--- config.mk ---
export PLATFORM = sky130hd
export DESIGN_NAME = bcd_step_counter_flat
export DESIGN_NICKNAME = d
export VERILOG_FILES = /design/src/rtl/bcd_step_counter_pkg.sv /design/src/rtl/bcd_step_counter_if.sv /design/src/rtl/bcd_step_counter_tick_gen.sv /design/src/rtl/bcd_step_counter.sv /design/src/flat_wrapper.sv
export SDC_FILE = /design/constraint.sdc
export NUM_CORES = 1
export LEC_CHECK = 0
export CORE_ASPECT_RATIO = 0.75
export CORE_MARGIN = 4
export CORE_UTILIZATION = 55
export DETAILED_ROUTE_END_ITERATION = 7
export PLACE_DENSITY = 0.87
export SLEW_MARGIN = 5
export SYNTH_ARGS = -nofsm -noshare
export SYNTH_HDL_FRONTEND = slang
export SYNTH_SLANG_ARGS = --single-unit
--- constraint.sdc ---
create_clock -name clk -period 2.55 [get_ports clk]
set_input_delay 0.51 -clock clk [delete_from_list [all_inputs] [get_ports clk]]
set_output_delay 0.51 -clock clk [all_outputs]
set_load 0.03 [all_outputs]
--- src/rtl/bcd_step_counter_pkg.sv ---
// Shared BCD types, digit constants and the binary-to-BCD helper
// used by the step counter and the seven-segment display stage.
package bcd_pkg;

   typedef logic [3:0] bcd_digit_t;

   typedef struct packed {
      bcd_digit_t tens;
      bcd_digit_t ones;
   } bcd_pair_t;

   localparam bcd_digit_t BCD_MAX  = 4'd9;
   localparam bcd_digit_t BCD_ZERO = 4'd0;

   function automatic bcd_pair_t bin_to_bcd(input logic [3:0] bin);
      bcd_pair_t r;
      if (bin > 4'd9) begin
         r.tens = 4'd1;
         r.ones = bin - 4'd10;
      end else begin
         r.tens = BCD_ZERO;
         r.ones = bin;
      end
      return r;
   endfunction

endpackage

--- src/rtl/bcd_step_counter_if.sv ---
// Control and digit bus of the BCD step counter; master drives the controls,
// slave (the counter) drives digits, tick and carry.
interface bcd_step_counter_if;

   logic                 en;
   logic                 step;
   logic                 load;
   logic [3:0]           load_val;
   logic                 dir;
   bcd_pkg::bcd_digit_t  tens;
   bcd_pkg::bcd_digit_t  ones;
   logic                 tick;
   logic                 carry;

   modport master (
      output en, step, load, load_val, dir,
      input  tens, ones, tick, carry
   );

   modport slave (
      input  en, step, load, load_val, dir,
      output tens, ones, tick, carry
   );

endinterface

--- src/rtl/bcd_step_counter_tick_gen.sv ---
// Prescaler: counts 0..DIV-1 while enabled, tick decoded from the count register.
// Disable or clr returns the count to 0 on the next edge; no backpressure.
module tick_gen #(
   parameter int DIV = 50_000_000
) (
   input  logic clk,
   input  logic rst,
   input  logic en,
   input  logic clr,
   output logic tick
);

   localparam int CW = (DIV > 2) ? $clog2(DIV) : 1;
   localparam logic [CW-1:0] LAST = CW'(DIV - 1);

   logic [CW-1:0] cnt_q;
   logic [CW-1:0] cnt_d;

   assign tick = en & (cnt_q == LAST);

   // A partial period is discarded whenever the prescaler is disabled or cleared.
   always_comb begin
      cnt_d = cnt_q + CW'(1);
      if (!en || clr || tick) begin
         cnt_d = '0;
      end
   end

   always_ff @(posedge clk or posedge rst) begin
      if (rst) begin
         cnt_q <= '0;
      end else begin
         cnt_q <= cnt_d;
      end
   end

endmodule

--- src/rtl/bcd_step_counter.sv ---
// Two-digit BCD counter with prescaled/manual advance, binary load and modulus wrap; 1-cycle latency.
// Optional down counting via BCD_CNT_DOWN_EN; no backpressure, load beats advance beats hold.
module bcd_step_counter
   import bcd_pkg::*;
#(
   parameter int DIV     = 50_000_000,
   parameter int MODULUS = 100
) (
   input  logic                clk,
   input  logic                rst,
   bcd_step_counter_if.slave   bus
);

   localparam bcd_digit_t TOP_TENS = bcd_digit_t'((MODULUS - 1) / 10);
   localparam bcd_digit_t TOP_ONES = bcd_digit_t'((MODULUS - 1) % 10);

   logic       tick;
   logic       step_q, step_d;
   logic       carry_q, carry_d;
   bcd_digit_t tens_q, tens_d;
   bcd_digit_t ones_q, ones_d;
   logic       step_edge;
   logic       advance;
   logic       at_top;
   bcd_pair_t  ld;

   tick_gen #(
      .DIV (DIV)
   ) u_tick_gen (
      .clk  (clk),
      .rst  (rst),
      .en   (bus.en),
      .clr  (bus.load),
      .tick (tick)
   );

   assign bus.tick  = tick;
   assign bus.tens  = tens_q;
   assign bus.ones  = ones_q;
   assign bus.carry = carry_q;

`ifndef BCD_CNT_DOWN_EN
   logic unused_dir;
   assign unused_dir = bus.dir;
`endif

   always_comb begin
      step_d    = bus.step;
      step_edge = bus.step & ~step_q;
      advance   = tick | step_edge;
      at_top    = (tens_q == TOP_TENS) && (ones_q == TOP_ONES);
      ld        = bin_to_bcd(bus.load_val);
      tens_d    = tens_q;
      ones_d    = ones_q;
      carry_d   = 1'b0;

      if (bus.load) begin
         // Loaded values outside the count range collapse to 00.
         if (int'(bus.load_val) >= MODULUS) begin
            tens_d = BCD_ZERO;
            ones_d = BCD_ZERO;
         end else begin
            tens_d = ld.tens;
            ones_d = ld.ones;
         end
      end else if (advance) begin
`ifdef BCD_CNT_DOWN_EN
         if (bus.dir) begin
            if (tens_q == BCD_ZERO && ones_q == BCD_ZERO) begin
               tens_d  = TOP_TENS;
               ones_d  = TOP_ONES;
               carry_d = 1'b1;
            end else if (ones_q == BCD_ZERO) begin
               ones_d = BCD_MAX;
               tens_d = tens_q - 4'd1;
            end else begin
               ones_d = ones_q - 4'd1;
            end
         end else
`endif
         begin
            if (at_top) begin
               tens_d  = BCD_ZERO;
               ones_d  = BCD_ZERO;
               carry_d = 1'b1;
            end else if (ones_q == BCD_MAX) begin
               ones_d = BCD_ZERO;
               tens_d = tens_q + 4'd1;
            end else begin
               ones_d = ones_q + 4'd1;
            end
         end
      end
   end

   always_ff @(posedge clk or posedge rst) begin
      if (rst) begin
         step_q  <= 1'b0;
         carry_q <= 1'b0;
         tens_q  <= BCD_ZERO;
         ones_q  <= BCD_ZERO;
      end else begin
         step_q  <= step_d;
         carry_q <= carry_d;
         tens_q  <= tens_d;
         ones_q  <= ones_d;
      end
   end

endmodule
--- src/flat_wrapper.sv ---
// flat-port wrapper written by rule: the top's interface ports become plain ports
module bcd_step_counter_flat import bcd_pkg::*;
#(
   parameter int DIV     = 50_000_000,
   parameter int MODULUS = 100
)
  (clk, rst, bus_en, bus_step, bus_load, bus_load_val, bus_dir, bus_tens, bus_ones, bus_tick, bus_carry);
  bcd_step_counter_if bus_i ();
  input  logic clk;
  input  logic rst;
  input wire logic [$bits(bus_i.en)-1:0] bus_en;
  input wire logic [$bits(bus_i.step)-1:0] bus_step;
  input wire logic [$bits(bus_i.load)-1:0] bus_load;
  input wire logic [$bits(bus_i.load_val)-1:0] bus_load_val;
  input wire logic [$bits(bus_i.dir)-1:0] bus_dir;
  output wire logic [$bits(bus_i.tens)-1:0] bus_tens;
  output wire logic [$bits(bus_i.ones)-1:0] bus_ones;
  output wire logic [$bits(bus_i.tick)-1:0] bus_tick;
  output wire logic [$bits(bus_i.carry)-1:0] bus_carry;
  assign bus_i.en = bus_en;
  assign bus_i.step = bus_step;
  assign bus_i.load = bus_load;
  assign bus_i.load_val = bus_load_val;
  assign bus_i.dir = bus_dir;
  assign bus_tens = bus_i.tens;
  assign bus_ones = bus_i.ones;
  assign bus_tick = bus_i.tick;
  assign bus_carry = bus_i.carry;
  bcd_step_counter #(.DIV(DIV), .MODULUS(MODULUS)) u_core (.clk(clk), .rst(rst), .bus(bus_i));
endmodule
======== Word-level counts from Yosys, hierarchy flattened ========
Index checks and enable logic that the tools add are counted.
storage, ports and cells
  register bits after elaboration ......... 36
  input port bits ......................... 10
  output and inout bits ................... 10
  word-level logic and storage cells ...... 37
cells by class
  add/subtract/negate cells ............... 4
  magnitude comparators ................... 1
  equal/unequal tests ..................... 3
  muxes and demuxes ....................... 13
  bitwise operators ....................... 4
  reductions and logical operators ........ 7
operators with widths
  kind                     number
  $mux W4                  8
  $add A26 B1 Y26 const B  1
  $eq A26 B26 Y1 const B   1
  $mux W26                 1
  $add A4 B1 Y4 const B    2
  $eq A4 B4 Y1 const B     2
  $mux W5                  1
  $gt A4 B4 Y1 const B     1
  $sub A4 B4 Y4 const B    1
  $mux W1                  3
  $reduce_bool A3 Y1       1
  $and A1 B1 Y1            2
  $logic_or A1 B1 Y1       2
  $reduce_and A2 Y1        1
  $reduce_bool A2 Y1       1
  $logic_and A1 B1 Y1      1
  $logic_not A1 Y1         1
  $not A1 Y1               1
  $or A1 B1 Y1             1

======== Longest topological paths before layout ========
Gate-level depths: netlist of run 1.
  depth in word-level cells ............... 5
  depth in mapped cells ................... 7
  depth with buffers taken out ............ 7

======== Cells and area by module ========
Synthesis of run 1 repeated with hierarchy kept, for this count alone.
unflattened totals
  cells, all modules ...................... 204
  area, all modules ....................... 1970.6 um^2
modules (own cells, without submodules)
  module            times used  cells an instance  area an instance (um^2)  sequential area each (um^2)
  tick_gen          1           141                1366.3                   650.6
  bcd_step_counter  1           63                 604.3                    250.2

======== Worst setup path before layout of run 1 ========
Ideal clock, no wire load.
  path type ............................... reg2reg
  start ................................... register u_core.u_tick_gen.cnt_q[10]
  end ..................................... register u_core.u_tick_gen.cnt_q[17]
  setup time .............................. 0.121 ns
  arrival ................................. 2.205 ns
  data required time ...................... 2.429 ns
  path slack .............................. 0.224 ns
  cell stages (with the launch flop) ...... 7
  buffers on the path ..................... 2
  clock period less this slack ............ 2.326 ns
  cells stage by stage .................... dfrtp_1 > or4b_1 > nor4_2 > or3b_1 > buf_2 > buf_2 > nor2_1
between the ends
  cells in the longest elaborated chain, start to end .. 4
  elaborated cells on any way between the ends .. 5
  classes of those cells .................. add/sub: 1; eq/ne: 1; mux: 1; bitwise: 1; reduce/logical: 1
RTL lines
  item                             line                             RTL
  start: declaration               bcd_step_counter_tick_gen.sv:16  logic [CW-1:0] cnt_q;
  start signal: assignment         bcd_step_counter_tick_gen.sv:33  cnt_q <= cnt_d;
  $eq A26 B26 Y1                   bcd_step_counter_tick_gen.sv:19  assign tick = en & (cnt_q == LAST);
  $and A1 B1 Y1                    bcd_step_counter_tick_gen.sv:19
  net bus_tick                     flat_wrapper.sv:18               output wire logic [$bits(bus_i.tick)-1:0] bus_tick;
  $logic_or A1 B1 Y1               bcd_step_counter_tick_gen.sv:24  if (!en || clr || tick) begin
  $mux W26                         bcd_step_counter_tick_gen.sv:24
  net u_core.u_tick_gen.cnt_d[17]  bcd_step_counter_tick_gen.sv:17  logic [CW-1:0] cnt_d;
The timed path passes the listed nets, and every way through them passes these cells.
A chain may end at the register's enable or synchronous reset.

======== Worst setup path after layout of run 1 ========
  start ................................... input bus_en
  end ..................................... output bus_tick
between the ends
  cells in the longest elaborated chain, start to end .. 1
RTL lines
  item                line                             RTL
  start: declaration  flat_wrapper.sv:11               input wire logic [$bits(bus_i.en)-1:0] bus_en;
  $and A1 B1 Y1       bcd_step_counter_tick_gen.sv:19
  end: declaration    flat_wrapper.sv:18
Every way passes these cells.

==> results of run 1 <==
==> metal layers <==
metal	vias up	GRT usage	wire length, um
li1	792	-	-
met5	-	0	0
met3	12	0.0557	252
met4	0	0.0939	75
met2	40	0.317	1940
met1	790	0.283	2090
==> area by class of cell <==
class / count / share of cell area
multi-input combinational: 157 / 0.441
sequential: 36 / 0.378
timing repair buffer: 26 / 0.101
clock buffer: 7 / 0.0405
tap: 50 / 0.0263
inverter: 8 / 0.0126
==> worst max path at each step <==
stage                                startpoint                          end  slack [ps]
detailed placement                       bus_en                     bus_tick         100
CTS                                      bus_en                     bus_tick          20
global route                             bus_en                     bus_tick          10
floorplan           u_core.u_tick_gen.cnt_q[10]  u_core.u_tick_gen.cnt_q[17]         220
finish                                   bus_en                     bus_tick          50
global placement                         bus_en                     bus_tick         110
==> cell families (layout without fill, tap and decap cells) <==
kind of cell	after synthesis	after routing
AOI/OAI and AO/OA	19	19
xor gates and xnor gates	24	24
adders and majority gates	6	6
buffers and inverters	14	41
DFF	36	36
muxes	1	1
and+or+nand+nor	107	107
==> cells in the mapped netlist, types with 2 or more instances <==
cell | count | area, um2
ha_1 | 6 | 75.1
nor2_1 | 32 | 120
nor2b_1 | 3 | 18.8
and4b_1 | 2 | 20.0
xor2_1 | 17 | 149
nand2_1 | 11 | 41.3
nor3b_1 | 5 | 37.5
o21ai_0 | 5 | 25.0
buf_2 | 5 | 25.0
and3_1 | 5 | 31.3
dfrtp_1 | 36 | 901
or4_1 | 3 | 22.5
a21oi_1 | 2 | 10.0
nand3_1 | 15 | 75.1
nand4_1 | 9 | 56.3
xnor2_1 | 7 | 61.3
nor3_1 | 5 | 25.0
nand3b_1 | 2 | 15.0
nor4_1 | 2 | 12.5
and4_1 | 4 | 35.0
inv_1 | 8 | 30.0
==> worst max-delay path: stages <==
cell and delay [ps]:
clkdlybuf4s50_1 520, nand4bb_1 130, or4_1 470, nor4_4 190, buf_6 170
==> cell usage in the layout, fill, tap and decap left out, types with 2 or more instances in the layout <==
master,n
nor2b_1,3
nand3_1,15
and4b_1,2
dfrtp_1,36
nand4_1,9
a21oi_1,2
nand2_1,11
buf_4,8
and3_1,5
nor3b_1,5
and4_1,4
o21ai_0,5
xnor2_1,7
inv_1,8
nor3_1,5
nor4_1,2
ha_1,6
nand3b_1,2
or4_1,3
clkbuf_8,7
nor2_1,32
clkdlybuf4s50_1,17
xor2_1,17
==> repair_timing <==
item	in CTS	in global routing
hold buffers	0	0
setup endpoints to repair	0	1
gates resized for setup	0	2
==> flip-flops by register name, indices dropped and copies added (netlist names) <==
| register | cells |
|---|---|
| u_core.bus.ones | 4 |
| u_core.bus.tens | 4 |
| u_core.u_tick_gen.cnt_q | 26 |
| u_core.bus.carry | 1 |
| u_core.step_q | 1 |
==> stage by stage <==
step / cell area [um2] / hold slack, ps
finish: 2380 / 489
detailed placement: 2270 / 481
global placement: 2270 / 480
CTS: 2370 / 490
global route: 2380 / 521
floorplan: 2000 / 455
==> power groups by stage <==
| stage | Clock (mW) | Combinational, mW | Sequential [mW] |
|---|---|---|---|
| floorplan | 0 | 0.0581 | 0.625 |
| global placement | 0 | 0.129 | 0.608 |
| detailed placement | 0 | 0.133 | 0.609 |
| CTS | 0.445 | 0.133 | 0.598 |
| global route | 0.477 | 0.147 | 0.601 |
| finish | 0.444 | 0.133 | 0.598 |
==> reports/results.txt, run 1 <==
Die ar. -> 4680 um2
post-synthesis xor/xnor area fraction -> 0.105
Clock Pin Slew Worst Setup and Hold Paths -> 70 ps
Placer Congestion -> 0.814
vias in the first global route -> 1,595
chip width -> 77.6 um
sequential fraction of the synthesis area -> 0.450
Setup CP Type -> input pin to output port
Post-synth top flop -> dfrtp_1
grt ovf -> 0
Initial Util -> 0.588
post-layout minimum cycle time -> 2500 ps
simple-gate portion of the synthesized area -> 0.306
P_leak -> 1.00 nW
number of cell rows -> 18
worst-case reg-to-reg path depth -> 5
Register Area -> 901 um2
dpl ws -> 97.3 ps
CTS tree -> built
CTS Buf Count -> 5
area occupied by multi-input gates -> 1050 um2
MaxCap Viol Count -> 0
f_max -> 401 MHz
flops & latches, synth -> 36
DR iter-0 viols -> 129
clock tree buffer depth -> 2
Rel. slew slack -> 0.643
status -> finished, final reports clean
core area -> 3400 um2
Post-Synth Adder-Cell Area -> 0.0375
setup slack, reg-to-reg -> 490 ps
final slew viol count -> 0
overall power -> 1.17 mW
post-route insts no fill -> 284
Total Routing Usage GR -> 0.209
post-synthesis cell area -> 2000 um2
Worst Hold End -> u_core.u_tick_gen.cnt_q[0]
pin count of the biggest net entering global routing -> 37
Tightest Pin Transition -> 533 ps
die height -> 60.2 um
Final Worst Setup Slack -> 54.0 ps
sequential power share -> 0.509
FILL cells -> 282
nets@finish -> 250
setup TNS -> 0 ps
Setup Viol. Count Final -> 0
WL final -> 4.37 mm
post-route ant nets -> 0
largest fanout on the critical path -> 2
Gate power share -> 0.113
H-Tree Depth -> 2
1st-pass router iterations -> 4
synth unique cells -> 44
via count -> 1,634
Area Overhead vs Synth -> 19.0%
Power Dens Cells -> 493 nW/um2
Syn Inst Count -> 207
# clock sinks -> 36
Layout Utilization -> 0.700
Fin. Hold Viols -> 0
multiplexer share of the synthesized area -> 0.00563
drt wl/cell -> 15.4 um
Crit Reg-Reg Startpoint -> u_core.u_tick_gen.cnt_q[8]
hold crit path type -> flop to flop
Synth Area in Compound Gates -> 0.0663
Clk pwr share -> 0.378
Sw Share -> 0.251
P_sw -> 295 uW
RR Endpoint -> u_core.bus.tens[1]
CP Capture Type -> output port
I/O pins -> 20
Worst Skew -> 5.30 ps
hold_sp -> u_core.u_tick_gen.cnt_q[0]
Cells after DPL -> 277
unrepaired setup endpoints after global routing -> false
Root Buffer -> clkbuf_8
worst skew pair latency -> 290 ps
Setup Buffers After CTS -> 0
main combinational cell family by area after synthesis -> simple AND/OR/NAND/NOR gates
Ys Warns -> 0
I/O Buffers -> 18
synthesized area per cell -> 9.67 um2
Worst Path Arrival -> 1990 ps
maximum vdd drop -> 0.363 mV
ratio of cells with drive above 1 in the final layout -> 0.103
Synth async-reset ratio -> 1.00
Data required, critical path -> 2040 ps
Post-DP HPWL -> 3.02 mm
Via-to-Cell Ratio -> 5.75
first-pass GRT wire length -> 7.44 mm
Setup crit start kind -> input pin
EDFF count, synth -> 0
Syn Nets -> 223
Antenna Cells -> 0
worst hold stages -> 1
fin crit share -> 0.979
P_int -> 880 uW
initial antenna violation count -> 0
DRC viols -> 0
Note: power is estimated with default switching activity, not from simulation.
==> run 2, diff against run 1 <==
--- a/config.mk
+++ b/config.mk
@@ -7,9 +7,11 @@
 export LEC_CHECK = 0
 export CORE_ASPECT_RATIO = 0.75
 export CORE_MARGIN = 4
-export CORE_UTILIZATION = 55
+export CORE_UTILIZATION = 56
 export DETAILED_ROUTE_END_ITERATION = 7
-export PLACE_DENSITY = 0.87
+export PLACE_DENSITY = 0.89
+export RECOVER_POWER = 50
+export SKIP_CTS_REPAIR_TIMING = 1
 export SLEW_MARGIN = 5
 export SYNTH_ARGS = -nofsm -noshare
 export SYNTH_HDL_FRONTEND = slang
==> run 2 against run 1 <==
Effect of this change:
- die area decreased by 1.6%
- first-iteration DRC count decreased by 24%
- utilization increased by 1.1 points
- setup slack improved by 17 ps
- clock power decreased by 15%
- critical path depth decreased by 1
- hold slack got worse by 1.6 ps
- via count about the same
- critical endpoint unchanged
- largest cell class unchanged
==> reports/results.txt, run 2 (synthesis results as in run 1) <==
status -> finished, final reports clean
CTS Buf Count -> 5 (unchanged)
unrepaired setup endpoints after global routing -> false
FILL cells -> 257 (-8.9%)
setup TNS -> 0 ps (unchanged)
Clock Pin Slew Worst Setup and Hold Paths -> 70 ps (about the same)
DRC viols -> 0 (unchanged)
post-layout minimum cycle time -> 2480 ps (-16.7 ps)
P_leak -> 1.02 nW (+2.5%)
Setup crit start kind -> flop
die height -> 59.8 um (-0.77%)
Sw Share -> 0.255 (+0.00351)
Placer Congestion -> 0.844 (+3.8%)
largest fanout on the critical path -> 4 (+2)
chip width -> 77.0 um (-0.80%)
Power Dens Cells -> 464 nW/um2 (-5.9%)
Data required, critical path -> 2040 ps (about the same)
1st-pass router iterations -> 4 (unchanged)
clock tree buffer depth -> 2 (unchanged)
CTS tree -> built
drt wl/cell -> 15.3 um (-0.15%)
Post-DP HPWL -> 3.03 mm (+0.44%)
Die ar. -> 4600 um2 (-1.6%)
Cells after DPL -> 267 (-3.6%)
core area -> 3360 um2 (-1.3%)
Tightest Pin Transition -> 869 ps (+335 ps)
grt ovf -> 0 (unchanged)
# clock sinks -> 36 (unchanged)
Setup Viol. Count Final -> 0 (unchanged)
MaxCap Viol Count -> 0 (unchanged)
I/O Buffers -> 18 (unchanged)
pin count of the biggest net entering global routing -> 37 (unchanged)
Root Buffer -> clkbuf_8
vias in the first global route -> 1,445 (-9.4%)
Initial Util -> 0.596 (+0.00790)
register bank with the most flops -> u_core.u_tick_gen.cnt_q
Setup CP Type -> flop to output port
nets@finish -> 253 (+1.2%)
I/O pins -> 20 (unchanged)
WL final -> 4.25 mm (-2.6%)
P_sw -> 282 uW (-4.4%)
P_int -> 826 uW (-6.2%)
Clk pwr share -> 0.339 (-0.039)
H-Tree Depth -> 2 (unchanged)
Antenna Cells -> 0 (unchanged)
most frequent cells in the layout -> dfrtp_1, nor2_1, xor2_1, nand3_1, clkdlybuf4s50_1
initial antenna violation count -> 0 (unchanged)
hold crit path type -> flop to flop
post-route ant nets -> 0 (unchanged)
post-route insts no fill -> 277 (-2.5%)
sequential power share -> 0.540 (+0.031)
maximum vdd drop -> 0.435 mV (+20%)
Fin. Hold Viols -> 0 (unchanged)
Worst Path Arrival -> 1970 ps (-20 ps)
first-pass GRT wire length -> 6.91 mm (-7.1%)
Rel. slew slack -> 0.421 (-0.222)
Gate power share -> 0.121 (+0.008)
ratio of cells with drive above 1 in the final layout -> 0.118 (+0.0156)
DR iter-0 viols -> 98 (-24%)
final slew viol count -> 0 (unchanged)
worst skew pair latency -> 290 ps (about the same)
commonest non-fill, non-tap cell in the layout -> dfrtp_1
f_max -> 403 MHz (+0.68%)
CP Capture Type -> output port
Worst Skew -> 12.6 ps (+7.25 ps)
fin crit share -> 0.972 (-0.00657)
Via-to-Cell Ratio -> 5.90 (+2.5%)
number of cell rows -> 18 (unchanged)
Total Routing Usage GR -> 0.196 (-0.0130)
via count -> 1,633 (-0.061%)
Largest register FFs -> 26 (unchanged)
Area Overhead vs Synth -> 19.3%
[run 2: routing by layer]
metal | part of all wire | track usage | wire length [um]
met4 | 0.012 | 0.0761 | 52
met3 | 0.056 | 0.0452 | 240
met2 | 0.45 | 0.293 | 1930
met1 | 0.48 | 0.280 | 2030
met5 | 0 | 0 | 0
[run 2: cell type report]
class                   count  area (um2)  area share
well taps                  40        50.0      0.0210
multi-input cells         157        1050       0.442
clock buffers               6        72.6      0.0304
inverters                   8        30.0      0.0126
flip-flops and latches     36         902       0.378
repair buffers             29         273       0.114
clock inverters             1        5.00     0.00210
[run 2: critical path, stage by stage, from the launching register on]
cell	delay [ps]
dfrtp_1	420
nand4bb_1	210
or4_4	540
nor4_4	300
buf_4	210
[run 2: power by group through the flow]
stage / clock network (mW) / logic, mW / registers [mW]
final: 0.376 / 0.134 / 0.598
after global routing: 0.415 / 0.147 / 0.600
after CTS: 0.388 / 0.136 / 0.598
after detailed placement: 0 / 0.136 / 0.608
after global placement: 0 / 0.132 / 0.608
after floorplan: 0 / 0.0581 / 0.625
[run 2: final timing paths]
kind | start | to | slack (ps) | cells after the start
max | u_core.u_tick_gen.cnt_q[24] | bus_tick | 70 | 4
min | u_core.u_tick_gen.cnt_q[0] | u_core.u_tick_gen.cnt_q[0] | 490 | 1
min in group asynchronous | rst | u_core.bus.ones[3] | 910 | 3
max in group asynchronous | rst | u_core.u_tick_gen.cnt_q[9] | 1030 | 3
min reg2reg | u_core.u_tick_gen.cnt_q[0] | u_core.u_tick_gen.cnt_q[0] | 490 | 1
max reg2reg | u_core.u_tick_gen.cnt_q[24] | u_core.u_tick_gen.cnt_q[4] | 400 | 7
[run 2: metrics by stage]
step	worst slack (ps)	utilization	power [mW]	area [um2]	hold WS [ps]
6_report	70.7	0.711	1.11	2390	487
3_5_place_dp	20.3	0.677	0.744	2270	484
2_1_floorplan	224	-	0.683	2000	455
3_3_place_gp	49.5	0.677	0.740	2270	471
5_1_grt	8.02	0.711	1.16	2390	531
4_1_cts	12.7	0.700	1.12	2350	493
